$ cat src/rtl/router_pkg.sv
// Shared definitions for the packet generator and router ports:
// FSM state encoding, default parameter values and the launch rule.
package router_pkg;

    typedef enum logic [2:0] {
        IDLE = 3'd0,
        SRC  = 3'd1,
        DST  = 3'd2,
        LEN  = 3'd3,
        DATA = 3'd4,
        CRC  = 3'd5,
        GAP  = 3'd6
    } state_t;

    localparam int DEF_DATA_W  = 8;
    localparam int DEF_LEN_W   = 6;
    localparam int DEF_GAP_CYC = 0;
    localparam int DEF_CNT_W   = 16;

    // A new packet may start only while enabled and not held off.
    function automatic logic launch_ok(input logic start, input logic stop);
        return start & ~stop;
    endfunction

endpackage

$ cat src/rtl/packet_tx_gen_if.sv
// Beat stream from the packet generator to its downstream consumer.
interface packet_tx_gen_if #(
    parameter int DATA_W = 8
);
    logic [DATA_W-1:0] out_data;
    logic              out_valid;
    logic              out_ready;
    logic              out_sop;
    logic              out_eop;

    modport master (
        output out_data,
        output out_valid,
        output out_sop,
        output out_eop,
        input  out_ready
    );

    modport slave (
        input  out_data,
        input  out_valid,
        input  out_sop,
        input  out_eop,
        output out_ready
    );
endinterface

$ cat src/rtl/pkt_xor_crc.sv
// Running XOR checksum over the beats of one packet.
module pkt_xor_crc #(
    parameter int DATA_W = 8
) (
    input  logic              clk,
    input  logic              rst,
    input  logic              i_clr,
    input  logic              i_en,
    input  logic [DATA_W-1:0] i_data,
    output logic [DATA_W-1:0] o_crc
);
    logic [DATA_W-1:0] r_crc;

    // Clear wins over accumulate so a launch always starts from zero.
    always_ff @(posedge clk or posedge rst) begin
        if (rst)
            r_crc <= '0;
        else if (i_clr)
            r_crc <= '0;
        else if (i_en)
            r_crc <= r_crc ^ i_data;
    end

    assign o_crc = r_crc;
endmodule

$ cat src/rtl/packet_tx_gen.sv
// Packet generator: emits src, dst, length, payload (seed, seed+1, ...)
// and an XOR checksum beat, with optional idle gap between packets.
// The beat on the bus is registered; the next beat is prepared
// combinationally and loaded on each accepted transfer.
module packet_tx_gen
    import router_pkg::*;
#(
    parameter int DATA_W  = DEF_DATA_W,
    parameter int LEN_W   = DEF_LEN_W,
    parameter int GAP_CYC = DEF_GAP_CYC,
    parameter int CNT_W   = DEF_CNT_W
) (
    input  logic              clk,
    input  logic              rst,
    input  logic              i_start,
    input  logic              i_stop,
    input  logic [DATA_W-1:0] i_src_id,
    input  logic [DATA_W-1:0] i_dst_id,
    input  logic [LEN_W-1:0]  i_length,
    input  logic [DATA_W-1:0] i_seed,
    packet_tx_gen_if.master   tx,
    output logic              o_busy,
    output logic [CNT_W-1:0]  o_pkt_count
);
    state_t            r_state, w_state_nxt;
    logic [DATA_W-1:0] r_src, r_dst, r_seed;
    logic [LEN_W-1:0]  r_len;
    logic [LEN_W-1:0]  r_cnt, w_cnt_nxt;
    logic [15:0]       r_gap, w_gap_nxt;
    logic [DATA_W-1:0] r_data, w_data_nxt;
    logic              r_valid, w_valid_nxt;
    logic              r_sop, w_sop_nxt;
    logic              r_eop, w_eop_nxt;
    logic              r_busy, w_busy_nxt;
    logic [CNT_W-1:0]  r_pkt_count;
    logic              w_xfer, w_go, w_launch, w_crc_en, w_pkt_inc;
    logic [DATA_W-1:0] w_crc;

    assign w_xfer = r_valid & tx.out_ready;
    assign w_go   = launch_ok(i_start, i_stop);

    pkt_xor_crc #(.DATA_W(DATA_W)) u_crc (
        .clk    (clk),
        .rst    (rst),
        .i_clr  (w_launch),
        .i_en   (w_crc_en),
        .i_data (r_data),
        .o_crc  (w_crc)
    );

    // State register.
    always_ff @(posedge clk or posedge rst) begin
        if (rst)
            r_state <= IDLE;
        else
            r_state <= w_state_nxt;
    end

    // Next state and next beat; the checksum beat folds in the beat
    // being accepted this cycle, which the accumulator has not yet seen.
    always_comb begin
        w_state_nxt = r_state;
        w_data_nxt  = r_data;
        w_valid_nxt = r_valid;
        w_sop_nxt   = r_sop;
        w_eop_nxt   = r_eop;
        w_busy_nxt  = r_busy;
        w_cnt_nxt   = r_cnt;
        w_gap_nxt   = r_gap;
        w_launch    = 1'b0;
        w_crc_en    = 1'b0;
        w_pkt_inc   = 1'b0;
        case (r_state)
            IDLE: w_launch = w_go;
            SRC: if (w_xfer) begin
                w_state_nxt = DST;
                w_data_nxt  = r_dst;
                w_sop_nxt   = 1'b0;
                w_crc_en    = 1'b1;
            end
            DST: if (w_xfer) begin
                w_state_nxt = LEN;
                w_data_nxt  = DATA_W'(r_len);
                w_crc_en    = 1'b1;
            end
            LEN: if (w_xfer) begin
                w_crc_en  = 1'b1;
                w_cnt_nxt = r_len;
                if (r_len == '0) begin
                    w_state_nxt = CRC;
                    w_data_nxt  = w_crc ^ r_data;
                    w_eop_nxt   = 1'b1;
                end else begin
                    w_state_nxt = DATA;
                    w_data_nxt  = r_seed;
                end
            end
            DATA: if (w_xfer) begin
                w_crc_en  = 1'b1;
                w_cnt_nxt = r_cnt - LEN_W'(1);
                if (r_cnt == LEN_W'(1)) begin
                    w_state_nxt = CRC;
                    w_data_nxt  = w_crc ^ r_data;
                    w_eop_nxt   = 1'b1;
                end else begin
                    w_data_nxt  = r_data + DATA_W'(1);
                end
            end
            CRC: if (w_xfer) begin
                w_pkt_inc   = 1'b1;
                w_valid_nxt = 1'b0;
                w_eop_nxt   = 1'b0;
                w_busy_nxt  = 1'b0;
                w_data_nxt  = '0;
                if (GAP_CYC > 0) begin
                    w_state_nxt = GAP;
                    w_gap_nxt   = 16'(GAP_CYC - 1);
                end else begin
                    w_state_nxt = IDLE;
                    w_launch    = w_go;
                end
            end
            GAP: begin
                if (r_gap == 16'd0) begin
                    w_state_nxt = IDLE;
                    w_launch    = w_go;
                end else begin
                    w_gap_nxt = r_gap - 16'd1;
                end
            end
            default: w_state_nxt = IDLE;
        endcase
        if (w_launch) begin
            w_state_nxt = SRC;
            w_data_nxt  = i_src_id;
            w_valid_nxt = 1'b1;
            w_sop_nxt   = 1'b1;
            w_eop_nxt   = 1'b0;
            w_busy_nxt  = 1'b1;
        end
    end

    // Launch-time capture of the packet fields; later input changes are ignored.
    always_ff @(posedge clk) begin
        if (w_launch) begin
            r_src  <= i_src_id;
            r_dst  <= i_dst_id;
            r_len  <= i_length;
            r_seed <= i_seed;
        end
    end

    // Registered outputs, beat/gap counters and sent-packet counter.
    always_ff @(posedge clk or posedge rst) begin
        if (rst) begin
            r_data      <= '0;
            r_valid     <= 1'b0;
            r_sop       <= 1'b0;
            r_eop       <= 1'b0;
            r_busy      <= 1'b0;
            r_cnt       <= '0;
            r_gap       <= '0;
            r_pkt_count <= '0;
        end else begin
            r_data  <= w_data_nxt;
            r_valid <= w_valid_nxt;
            r_sop   <= w_sop_nxt;
            r_eop   <= w_eop_nxt;
            r_busy  <= w_busy_nxt;
            r_cnt   <= w_cnt_nxt;
            r_gap   <= w_gap_nxt;
            if (w_pkt_inc)
                r_pkt_count <= r_pkt_count + CNT_W'(1);
        end
    end

    assign tx.out_data  = r_data;
    assign tx.out_valid = r_valid;
    assign tx.out_sop   = r_sop;
    assign tx.out_eop   = r_eop;
    assign o_busy       = r_busy;
    assign o_pkt_count  = r_pkt_count;
endmodule
$ cat src/flat_wrapper.sv
// flat-port wrapper written by rule: the top's interface ports become plain ports
module packet_tx_gen_flat import router_pkg::*;
#(
    parameter int DATA_W  = DEF_DATA_W,
    parameter int LEN_W   = DEF_LEN_W,
    parameter int GAP_CYC = DEF_GAP_CYC,
    parameter int CNT_W   = DEF_CNT_W
)
  (clk, rst, i_start, i_stop, i_src_id, i_dst_id, i_length, i_seed, o_busy, o_pkt_count, tx_out_data, tx_out_valid, tx_out_sop, tx_out_eop, tx_out_ready);
  packet_tx_gen_if #(.DATA_W(DATA_W)) tx_i ();
  input  logic clk;
  input  logic rst;
  input  logic i_start;
  input  logic i_stop;
  input  logic [DATA_W-1:0] i_src_id;
  input  logic [DATA_W-1:0] i_dst_id;
  input  logic [LEN_W-1:0] i_length;
  input  logic [DATA_W-1:0] i_seed;
  output logic o_busy;
  output logic [CNT_W-1:0] o_pkt_count;
  output wire logic [$bits(tx_i.out_data)-1:0] tx_out_data;
  output wire logic [$bits(tx_i.out_valid)-1:0] tx_out_valid;
  output wire logic [$bits(tx_i.out_sop)-1:0] tx_out_sop;
  output wire logic [$bits(tx_i.out_eop)-1:0] tx_out_eop;
  input wire logic [$bits(tx_i.out_ready)-1:0] tx_out_ready;
  assign tx_out_data = tx_i.out_data;
  assign tx_out_valid = tx_i.out_valid;
  assign tx_out_sop = tx_i.out_sop;
  assign tx_out_eop = tx_i.out_eop;
  assign tx_i.out_ready = tx_out_ready;
  packet_tx_gen #(.DATA_W(DATA_W), .LEN_W(LEN_W), .GAP_CYC(GAP_CYC), .CNT_W(CNT_W)) u_core (.clk(clk), .rst(rst), .i_start(i_start), .i_stop(i_stop), .i_src_id(i_src_id), .i_dst_id(i_dst_id), .i_length(i_length), .i_seed(i_seed), .tx(tx_i), .o_busy(o_busy), .o_pkt_count(o_pkt_count));
endmodule
$ cat config.mk
export PLATFORM = sky130hd
export DESIGN_NAME = packet_tx_gen_flat
export DESIGN_NICKNAME = d
export VERILOG_FILES = /design/src/rtl/router_pkg.sv /design/src/rtl/packet_tx_gen_if.sv /design/src/rtl/pkt_xor_crc.sv /design/src/rtl/packet_tx_gen.sv /design/src/flat_wrapper.sv
export SDC_FILE = /design/constraint.sdc
export NUM_CORES = 1
export LEC_CHECK = 0
export BUFFER_PORTS_ARGS = -buffer_cell sky130_fd_sc_hd__buf_4
export CAP_MARGIN = 20
export CORE_MARGIN = 2
export CORE_UTILIZATION = 57
export DETAILED_ROUTE_END_ITERATION = 8
export PLACE_DENSITY = 0.8
export SYNTH_ARGS = -nofsm -noshare
export SYNTH_HDL_FRONTEND = slang
export SYNTH_SLANG_ARGS = --single-unit
$ cat constraint.sdc
create_clock -name clk -period 3.2 [get_ports clk]
set_input_delay 0.32 -clock clk [delete_from_list [all_inputs] [get_ports clk]]
set_output_delay 0.32 -clock clk [all_outputs]
set_load 0.01 [all_outputs]
Yosys cells after proc, flatten, opt, wreduce, memory -nomap -nowiden --
Cells that the tools add are included.
Word-level totals: bits in registers 82, bits in latches 0, RAM bits 0, ROM bits 0, input port bits 35, logic and storage cells 98, memories 0
Operators by class: $add $sub $neg 4, multiply operators 0, divide/modulo/power cells 0, $lt $le $gt $ge 0, eq/ne operators 18, shift-type cells 0, muxes and demuxes 41, bitwise operators 5, reductions and logical operators 18
Operators with widths (count):
- $mux 8 | 10
- $pmux 8 s5 | 1
- $mux 3 | 8
- $ne 3x2->1 const B | 8
- $pmux 3 s7 | 1
- $add 16x1->16 const B | 1
- $logic_not 16->1 | 1
- $mux 1 | 16
- $sub 16x1->16 const B | 1
- $mux 6 | 2
- $pmux 6 s2 | 1
- $reduce_and 6->1 | 2
- $reduce_bool 2->1 | 5
- $eq 3x3->1 const B | 3
- $add 8x1->8 const B | 1
- $reduce_and 8->1 | 1
- $xor 8x8->8 | 1
- $eq 3x2->1 const B | 2
- $eq 6x1->1 const B | 1
- $logic_not 6->1 | 1
- $pmux 1 s3 | 2
- $reduce_and 2->1 | 3
- $reduce_bool 6->1 | 1
- $sub 6x1->6 const B | 1
- other kinds (9) | 12

Longest topological paths before layout --
Gate-level depths: netlist (run 1).
depth after elaboration 6, gate-level depth with buffers 10, mapped depth without buffers 9

By module --
From an unflattened synthesis (run 1), not the netlist that was laid out.
Unflattened totals: cells, all modules 421, area total of the unflattened synthesis 4335.4 µm²
By module, submodules not included:
- packet_tx_gen | instances 1, cells an instance 385, area an instance 3925.0 µm²
- pkt_xor_crc | instances 1, cells an instance 36, area an instance 410.4 µm²

Worst setup path before layout (run 1) --
No wires, ideal clock.
path type reg2reg, from register u_core.r_gap[8], to register u_core.r_dst[0] (enable), library setup time 395 ps, arrival 2341 ps, data required time 2805 ps, path slack 464 ps, stages on the path, launching flop included 7, period minus slack after synthesis 2736 ps, cells stage by stage dfrtp_1 > nor4_1 > nand4_1 > nand2_1 > o211ai_1 > inv_1 > clkbuf_1
On the way: word-level cells in the longest chain between the ends 3
Ends and longest elaborated chain:
- from (decl) | line packet_tx_gen.sv:29 | logic [15:0] r_gap, w_gap_nxt;
- from (signal assigned) | line packet_tx_gen.sv:171 | r_gap <= w_gap_nxt;
- $logic_not 16->1 | line packet_tx_gen.sv:124 | if (r_gap == 16'd0) begin
- $mux 1 | line packet_tx_gen.sv:124
- $pmux 1 s3 | line packet_tx_gen.sv:73 | case (r_state)
- named net u_core.u_crc.i_clr | line pkt_xor_crc.sv:7 | input logic i_clr,
- to (signal assigned) | line packet_tx_gen.sv:147 | r_dst <= i_dst_id;
- to (decl) | line packet_tx_gen.sv:26 | logic [DATA_W-1:0] r_src, r_dst, r_seed;
The timed path passes the listed nets, and every way through them passes these cells. A chain may end at the register's enable or synchronous reset.

Final worst setup path (run 1) --
from register u_core.r_state[2], to register u_core.r_pkt_count[15], in the netlist u_core.o_pkt_count[15]
On the way: word-level cells in the longest chain between the ends 2
Ends and longest elaborated chain:
- from (decl) | line packet_tx_gen.sv:25 | state_t r_state, w_state_nxt;
- from (signal assigned) | line packet_tx_gen.sv:56 | r_state <= w_state_nxt;
- $eq 3x3->1 | line packet_tx_gen.sv:73
- $mux 1 | line packet_tx_gen.sv:73
- to (signal assigned) | line packet_tx_gen.sv:173 | r_pkt_count <= r_pkt_count + CNT_W'(1);
- to (decl) | line packet_tx_gen.sv:35 | logic [CNT_W-1:0] r_pkt_count;
No other way between the ends.

==> out/summary.txt, run 1 <==
status - finished, final reports clean
Final Skew - 0.01140 ns
Multi-input gate area - 1907 um^2
via count of the routed design - 3485
Max Freq - 382.9 MHz
vias in the first global route - 3226
nets - 521
CP Capture Type - register
Avg WL per Cell - 16.78 um
Rel. slew slack - 0.4837
number of CTS-inserted buffers - 9
Synth Net Count - 456
startpoint types - register
GRT Total Usage - 0.2595
hpwl dp - 6701 um
unrepaired setup endpoints after global routing - false
First-pass DRT Iterations - 5
Post-Route Setup TNS - 0 ns
first-pass GRT wire length - 15750 um
antenna-violating nets left - 0
PwrDens - 387.5 nW/um^2
placed cells - 568
Layout Cells excl Fill - 584
Sinks on Clock Net - 82
initial antenna violation count - 0
Die Wd - 89.59 um
Gate Count Post-Synth - 415
leakage power - 0.002318 uW
number of gates resized after CTS - 0
PortBufs - 62
unique cell type count in the Yosys netlist - 60
Hold WC Path Type - input port to register
row count - 31
DR iter-0 viols - 284
Synth Warn # - 0
main flop type after synthesis - dfrtp_1
Crit Path Class - register to register
final estimated routing congestion in global placement - 0.8925
largest net degree at the start of global routing - 61
Ports - 63
Hold WS - 0.1263 ns
# diodes - 0
final instance area - 4972 um^2
most frequent cells in the layout - 68 x buf_4, 60 x dfrtp_1, 40 x nor2_1
final WL - 9798 um
clk buf depth - 2
fill count - 533
synth-to-layout area growth - 19.09%
Setup Viol. Count Final - 0
most common cell after layout, fill and taps aside - buf_4
GR Overflow Total - 0
# DRC - 0
number of synthesized flops with an enable pin - 22
CP arrival - 2.86 ns
ys async rst share - 0.7317
Max Transition Viols Final - 0
via density per instance - 5.967
Max Cap Viol - 0
Syn Area/Cell - 10.06 um^2
Synth Cell Area - 4175 um^2
Post-CTS Setup Inserts - 0
FF+latch count, synth - 82
Initial Utilization - 0.5819
clk slew on worst S/H paths - 0.08 ns
Reg area - 2162 um^2
CTS H-Tree Depth - 3
CTS tree - done
die height - 89.59 um
Final Cycle Share - 0.8161
hold buffer count at CTS - 0
Clock Latency Late Sink - 0.36 ns
VDD IR max - 0.0002218 V
CP max FO - 23
sequential area share after synthesis - 0.5178
layout cells sized above 1 - 0.1938
Slew @ Worst Pin - 0.7745 ns
clock root cell - clkbuf_8
die area - 8025 um^2
post-layout min period - 2.612 ns
core area - 7176 um^2
placed inst area - 4752 um^2
Hold Vio Cnt, Final - 0
CP required - 3.45 ns
==> cell families (layout without fill, tap and decap cells) <==
family          count (synthesis)  in the layout  share of synthesized area
simple gates                  150            150                     0.1792
fa+ha+maj                       6              6                    0.01798
flops                          82             82                     0.5178
xor+xnor                       48             48                     0.1007
buf+inv                        27             97                    0.02547
mux                             7              7                    0.01708
compound gates                 95             95                     0.1417
==> routing by layer <==
metal  track usage  vias to the layer above  part of all wire
met5             0                        -                 0
met1        0.3653                     1721              0.43
li1              -                     1620                 -
met2        0.4031                      128              0.50
met4        0.1113                        0             0.020
met3       0.03931                       16             0.050
==> synth_stat cells (all sizes together), types with 2 or more instances <==
cell type  count  area, um^2
or2            5       31.28
nand4          7       43.79
mux2i          6       60.06
or3b           3       26.28
o21ai         29       145.1
edfxtp        22       660.6
xnor2         21       183.9
nor2          40       150.1
nand2         37       138.9
a21o           4       30.03
o22ai          4       25.02
buf            3       16.26
a41oi          2       17.52
nor3          17       90.09
nand2b         2       12.51
a21boi         4       30.03
nor3b          4       35.03
clkbuf        11       41.29
o311ai         2       17.52
a21oi         27       138.9
dfrtp         60        1501
ha             6       75.07
o211ai         2       15.01
nand3         13       65.06
nor4           7       43.79
a31oi          3       18.77
inv           12       45.04
or4            2       15.01
xor2          27       236.5
and3           5       31.28
a211oi         2       15.01
o41ai          2       17.52
or3            2       12.51
a221oi         3       26.28
==> registers in the layout, indices dropped and copies added (netlist names) <==
signal	cells
u_core.tx.out_valid	1
u_core.r_cnt	6
u_core.tx.out_data	8
u_core.r_state	3
u_core.tx.out_eop	1
u_core.r_len	6
u_core.o_pkt_count	16
u_core.u_crc.o_crc	8
u_core.r_seed	8
u_core.r_dst	8
u_core.tx.out_sop	1
u_core.r_gap	16
==> per-stage QoR <==
step / total power (uW) / worst slack (ns) / util
detailed placement: 1146 / 0.6328 / 0.6622
global placement: 1145 / 0.7036 / 0.6622
finish: 1927 / 0.5885 / 0.6929
floorplan: 1108 / 0.4641 / -
CTS: 1935 / 0.6443 / 0.6929
global route: 1995 / 0.3754 / 0.6929
==> area by class of cell <==
type	instances	share of cell area
repair buffers	68	0.1027
inverters	13	0.009814
multi-input cells	306	0.3835
flip-flops and latches	82	0.4348
clock buffers	14	0.04152
clock inverters	2	0.002768
well taps	99	0.02491
==> power breakdown <==
part	internal, uW	switching (uW)	leakage (uW)
clock network	425	379	0.000112
registers	1070	0	0.00101
logic	27.1	21.9	0.00120
total	1530	401	0.00232
==> worst paths after layout <==
| kind | start | end | slack (ns) | depth (start not counted) |
|---|---|---|---|---|
| max | u_core.r_state[2] | u_core.o_pkt_count[15] | 0.59 | 7 |
| min | i_seed[5] | u_core.r_seed[5] | 0.13 | 1 |
| max reg2reg | u_core.r_state[2] | u_core.o_pkt_count[15] | 0.59 | 7 |
| min reg2reg | u_core.o_pkt_count[15] | u_core.o_pkt_count[15] | 0.48 | 1 |
| max in group asynchronous | rst | u_core.tx.out_data[0] | 2.51 | 3 |
| min in group asynchronous | rst | u_core.o_pkt_count[15] | 0.19 | 3 |
==> critical path: stages, from the launching register on <==
cell and delay (ns):
dfrtp_1 0.77, nor3_1 0.19, nor3b_2 0.19, buf_4 0.20, nand3_1 0.17, nor4_1 0.63
nand3_1 0.19, xnor2_1 0.16
Note: power is estimated with default switching activity, not from simulation.
==> inputs of run 2 (changes only) <==
- ABC_AREA: unset -> 1
- CORE_UTILIZATION: 57 -> 58
- PLACE_DENSITY: 0.8 -> 0.81
- clock period: 3.2 -> 2.6 ns (I/O delays scaled with it)
==> out/summary.txt, run 2 <==
Hold Vio Cnt, Final - 0 (unchanged)
most frequent cells in the layout - 136 x nand2_1, 67 x buf_4, 60 x dfrtp_1
Largest stage delay, worst path - 0.51 ns (-0.26 ns)
Final Skew - 0.01212 ns (+0.0007165 ns)
Sinks on Clock Net - 82 (unchanged)
leakage power - 0.002674 uW (+15%)
final instance area - 5210 um^2 (+4.8%)
Post-Route Setup TNS - 0 ns (unchanged)
Hold WS - 0.07533 ns (-0.05094 ns)
PwrDens - 879.7 nW/um^2 (+130%)
layout cells sized above 1 - 0.1788 (-0.01501)
Avg WL per Cell - 13.64 um (-19%)
clock root cell - clkbuf_8
main flop type after synthesis - dfrtp_1
initial antenna violation count - 0 (unchanged)
Synth Net Count - 571 (+25%)
WL met2 - 4661 um (-4.1%)
end-of-flow core utilization - 0.7107 (+0.01776)
Gate Count Post-Synth - 530 (+28%)
ys async rst share - 0.7317 (unchanged)
CP max FO - 17 (-26%)
DR iter-0 viols - 314 (+11%)
# diodes - 0 (unchanged)
CTS H-Tree Depth - 3 (unchanged)
first-pass GRT wire length - 16350 um (+3.9%)
post-layout min period - 2.131 ns (-0.4801 ns)
antenna-violating nets left - 0 (unchanged)
Final Cycle Share - 0.8198 (+0.003660)
Synth Cell Area - 4429 um^2 (+6.1%)
via density per instance - 5.357 (-10%)
most frequent cell after synthesis - nand2_1
via count of the routed design - 3766 (+8.1%)
final estimated routing congestion in global placement - 0.9491 (+6.3%)
CP arrival - 2.38 ns (-0.48 ns)
# DRC - 0 (unchanged)
Slew @ Worst Pin - 0.6316 ns (-0.1429 ns)
Max Transition Viols Final - 0 (unchanged)
Synth area leaders - dfrtp_1 34%, edfxtp_1 15%, nand2_1 12%, nand3_1 6.7%, inv_1 4.8%
PortBufs - 62 (unchanged)
placed inst area - 4976 um^2 (+4.7%)
Syn Area/Cell - 8.357 um^2 (-17%)
Hold WC Path Type - input port to register
Synth area leader - dfrtp_1
Rel. slew slack - 0.5774 (+0.09371)
die area - 8351 um^2 (+4.1%)
die height - 91.39 um (+2.0%)
hpwl dp - 7113 um (+6.1%)
Post-synth top cells - 136 x nand2_1, 60 x dfrtp_1, 59 x nand3_1
Max Freq - 469.2 MHz (+23%)
core area - 7331 um^2 (+2.2%)
placed cells - 686 (+21%)
hold buffer count at CTS - 1 (+1)
clk slew on worst S/H paths - 0.09 ns (about the same)
number of gates resized after CTS - 0 (unchanged)
Die Wd - 91.39 um (+2.0%)
Post-CTS Setup Inserts - 0 (unchanged)
Synth top area share - 0.3390 (-0.02062)
First-pass DRT Iterations - 6 (+1)
VDD IR max - 0.0004819 V (+120%)
nets - 640 (+23%)
wl on met1 - 4094 um (-3.6%)
cell family with most CP delay - simple AND/OR/NAND/NOR gates
Clock Latency Late Sink - 0.36 ns (about the same)
final WL - 9587 um (-2.2%)
Initial Utilization - 0.6042 (+0.02233)
GR Overflow Total - 0 (unchanged)
CP Capture Type - register
WP buf/inv - 1 (unchanged)
FF+latch count, synth - 82 (unchanged)
CP Cell Sequence - inv_1 -> nand2_2 -> nor2_4 -> nor2_1 -> nor2_1 -> nand2_1 -> a32o_1
largest net degree at the start of global routing - 29 (-52%)
Synth Warn # - 0 (unchanged)
synth-to-layout area growth - 17.63%
clk buf depth - 2 (unchanged)
startpoint types - register
GRT Total Usage - 0.2434 (-0.01605)
Setup Viol. Count Final - 0 (unchanged)
Slowest-stage cell, CP - nor2_1
unrepaired setup endpoints after global routing - false
Ports - 63 (unchanged)
most common cell after layout, fill and taps aside - nand2_1
CP required - 2.85 ns (-0.60 ns)
number of CTS-inserted buffers - 9 (unchanged)
unique cell type count in the Yosys netlist - 39 (-35%)
sequential area share after synthesis - 0.4881 (-0.02969)
Max Cap Viol - 0 (unchanged)
WL met3 - 573 um (+16%)
CTS tree - done
number of synthesized flops with an enable pin - 22 (unchanged)
most used cell, CP - nor2_1
row count - 31 (unchanged)
Layout Cells excl Fill - 703 (+20%)
Crit Path Class - register to register
vias in the first global route - 3678 (+14%)
status - finished, final reports clean
Top Layer Used - met4
-- run 2: cell types whose count changed in the layout (fill, tap and decap cells not counted), sizes merged, moves of 5 or more --
| cell | previous run | this run |
|---|---|---|
| and3 | 5 | 0 |
| mux2i | 6 | 0 |
| clkbuf | 14 | 9 |
| nand2 | 37 | 141 |
| xor2 | 27 | 20 |
| nand3b | 0 | 6 |
| a21oi | 27 | 8 |
| nor3 | 17 | 8 |
| inv | 12 | 62 |
| nor2 | 40 | 64 |
| xnor2 | 21 | 15 |
| nand3 | 13 | 61 |
-- run 2: path summary, 6_finish.rpt --
check | from | to | slack (ns) | depth (start not counted)
max | u_core.r_state[1] | u_core.r_cnt[3] | 0.47 | 7
min | i_dst_id[5] | u_core.r_dst[5] | 0.08 | 1
max reg2reg | u_core.r_state[1] | u_core.r_cnt[3] | 0.47 | 7
min reg2reg | u_core.o_pkt_count[15] | u_core.o_pkt_count[15] | 0.50 | 1
max in group asynchronous | rst | u_core.tx.out_data[7] | 1.63 | 4
min in group asynchronous | rst | u_core.r_gap[8] | 0.38 | 3
-- run 2: final cells by class --
class,instances,area (um^2)
flip-flops and latches,82,2162
clock inverters,7,100.1
well taps,99,123.9
multi-input cells,377,1956
repair buffers,68,513.0
fillers,539,2121
clock buffers,9,123.9
inverters,61,231.5
-- run 2: routing by layer --
metal | vias to the layer above | GRT usage
met3 | 28 | 0.03900
met4 | 0 | 0.1111
met1 | 1734 | 0.3069
met5 | - | 0
li1 | 1851 | -
met2 | 153 | 0.4112
-- run 2: worst reg2reg max path: cells and delay by family (launching register included) --
| kind | cells | cell delay, ns |
|---|---|---|
| compound gates | 1 | 0.23 |
| buf+inv | 1 | 0.13 |
| flops | 1 | 0.46 |
| simple gates | 5 | 1.22 |
-- run 2: report_power, final --
group	switching, uW	internal [uW]	total [uW]
Combinational	1030	628	1660
Sequential	291	1600	1890
Clock	489	548	1040
-- run 2: through the flow --
step	worst slack [ns]	power [uW]
finish	0.4686	4583
global route	0.2656	4894
CTS	0.5011	4583
detailed placement	0.5142	3535
global placement	0.6614	3477
floorplan	0.5029	3030
-- run 2: cells by family (layout without fill, tap and decap cells) --
kind of cell | count (synthesis) | count (layout) | share of synthesized area
AO/OA/AOI/OAI | 46 | 46 | 0.05792
XOR/XNOR | 35 | 35 | 0.06921
adder cells (fa/ha/maj) | 6 | 6 | 0.01695
buffers and inverters | 71 | 145 | 0.07034
flip-flops | 82 | 82 | 0.4881
multiplexers | 1 | 1 | 0.002542
AND/OR/NAND/NOR | 289 | 289 | 0.2949
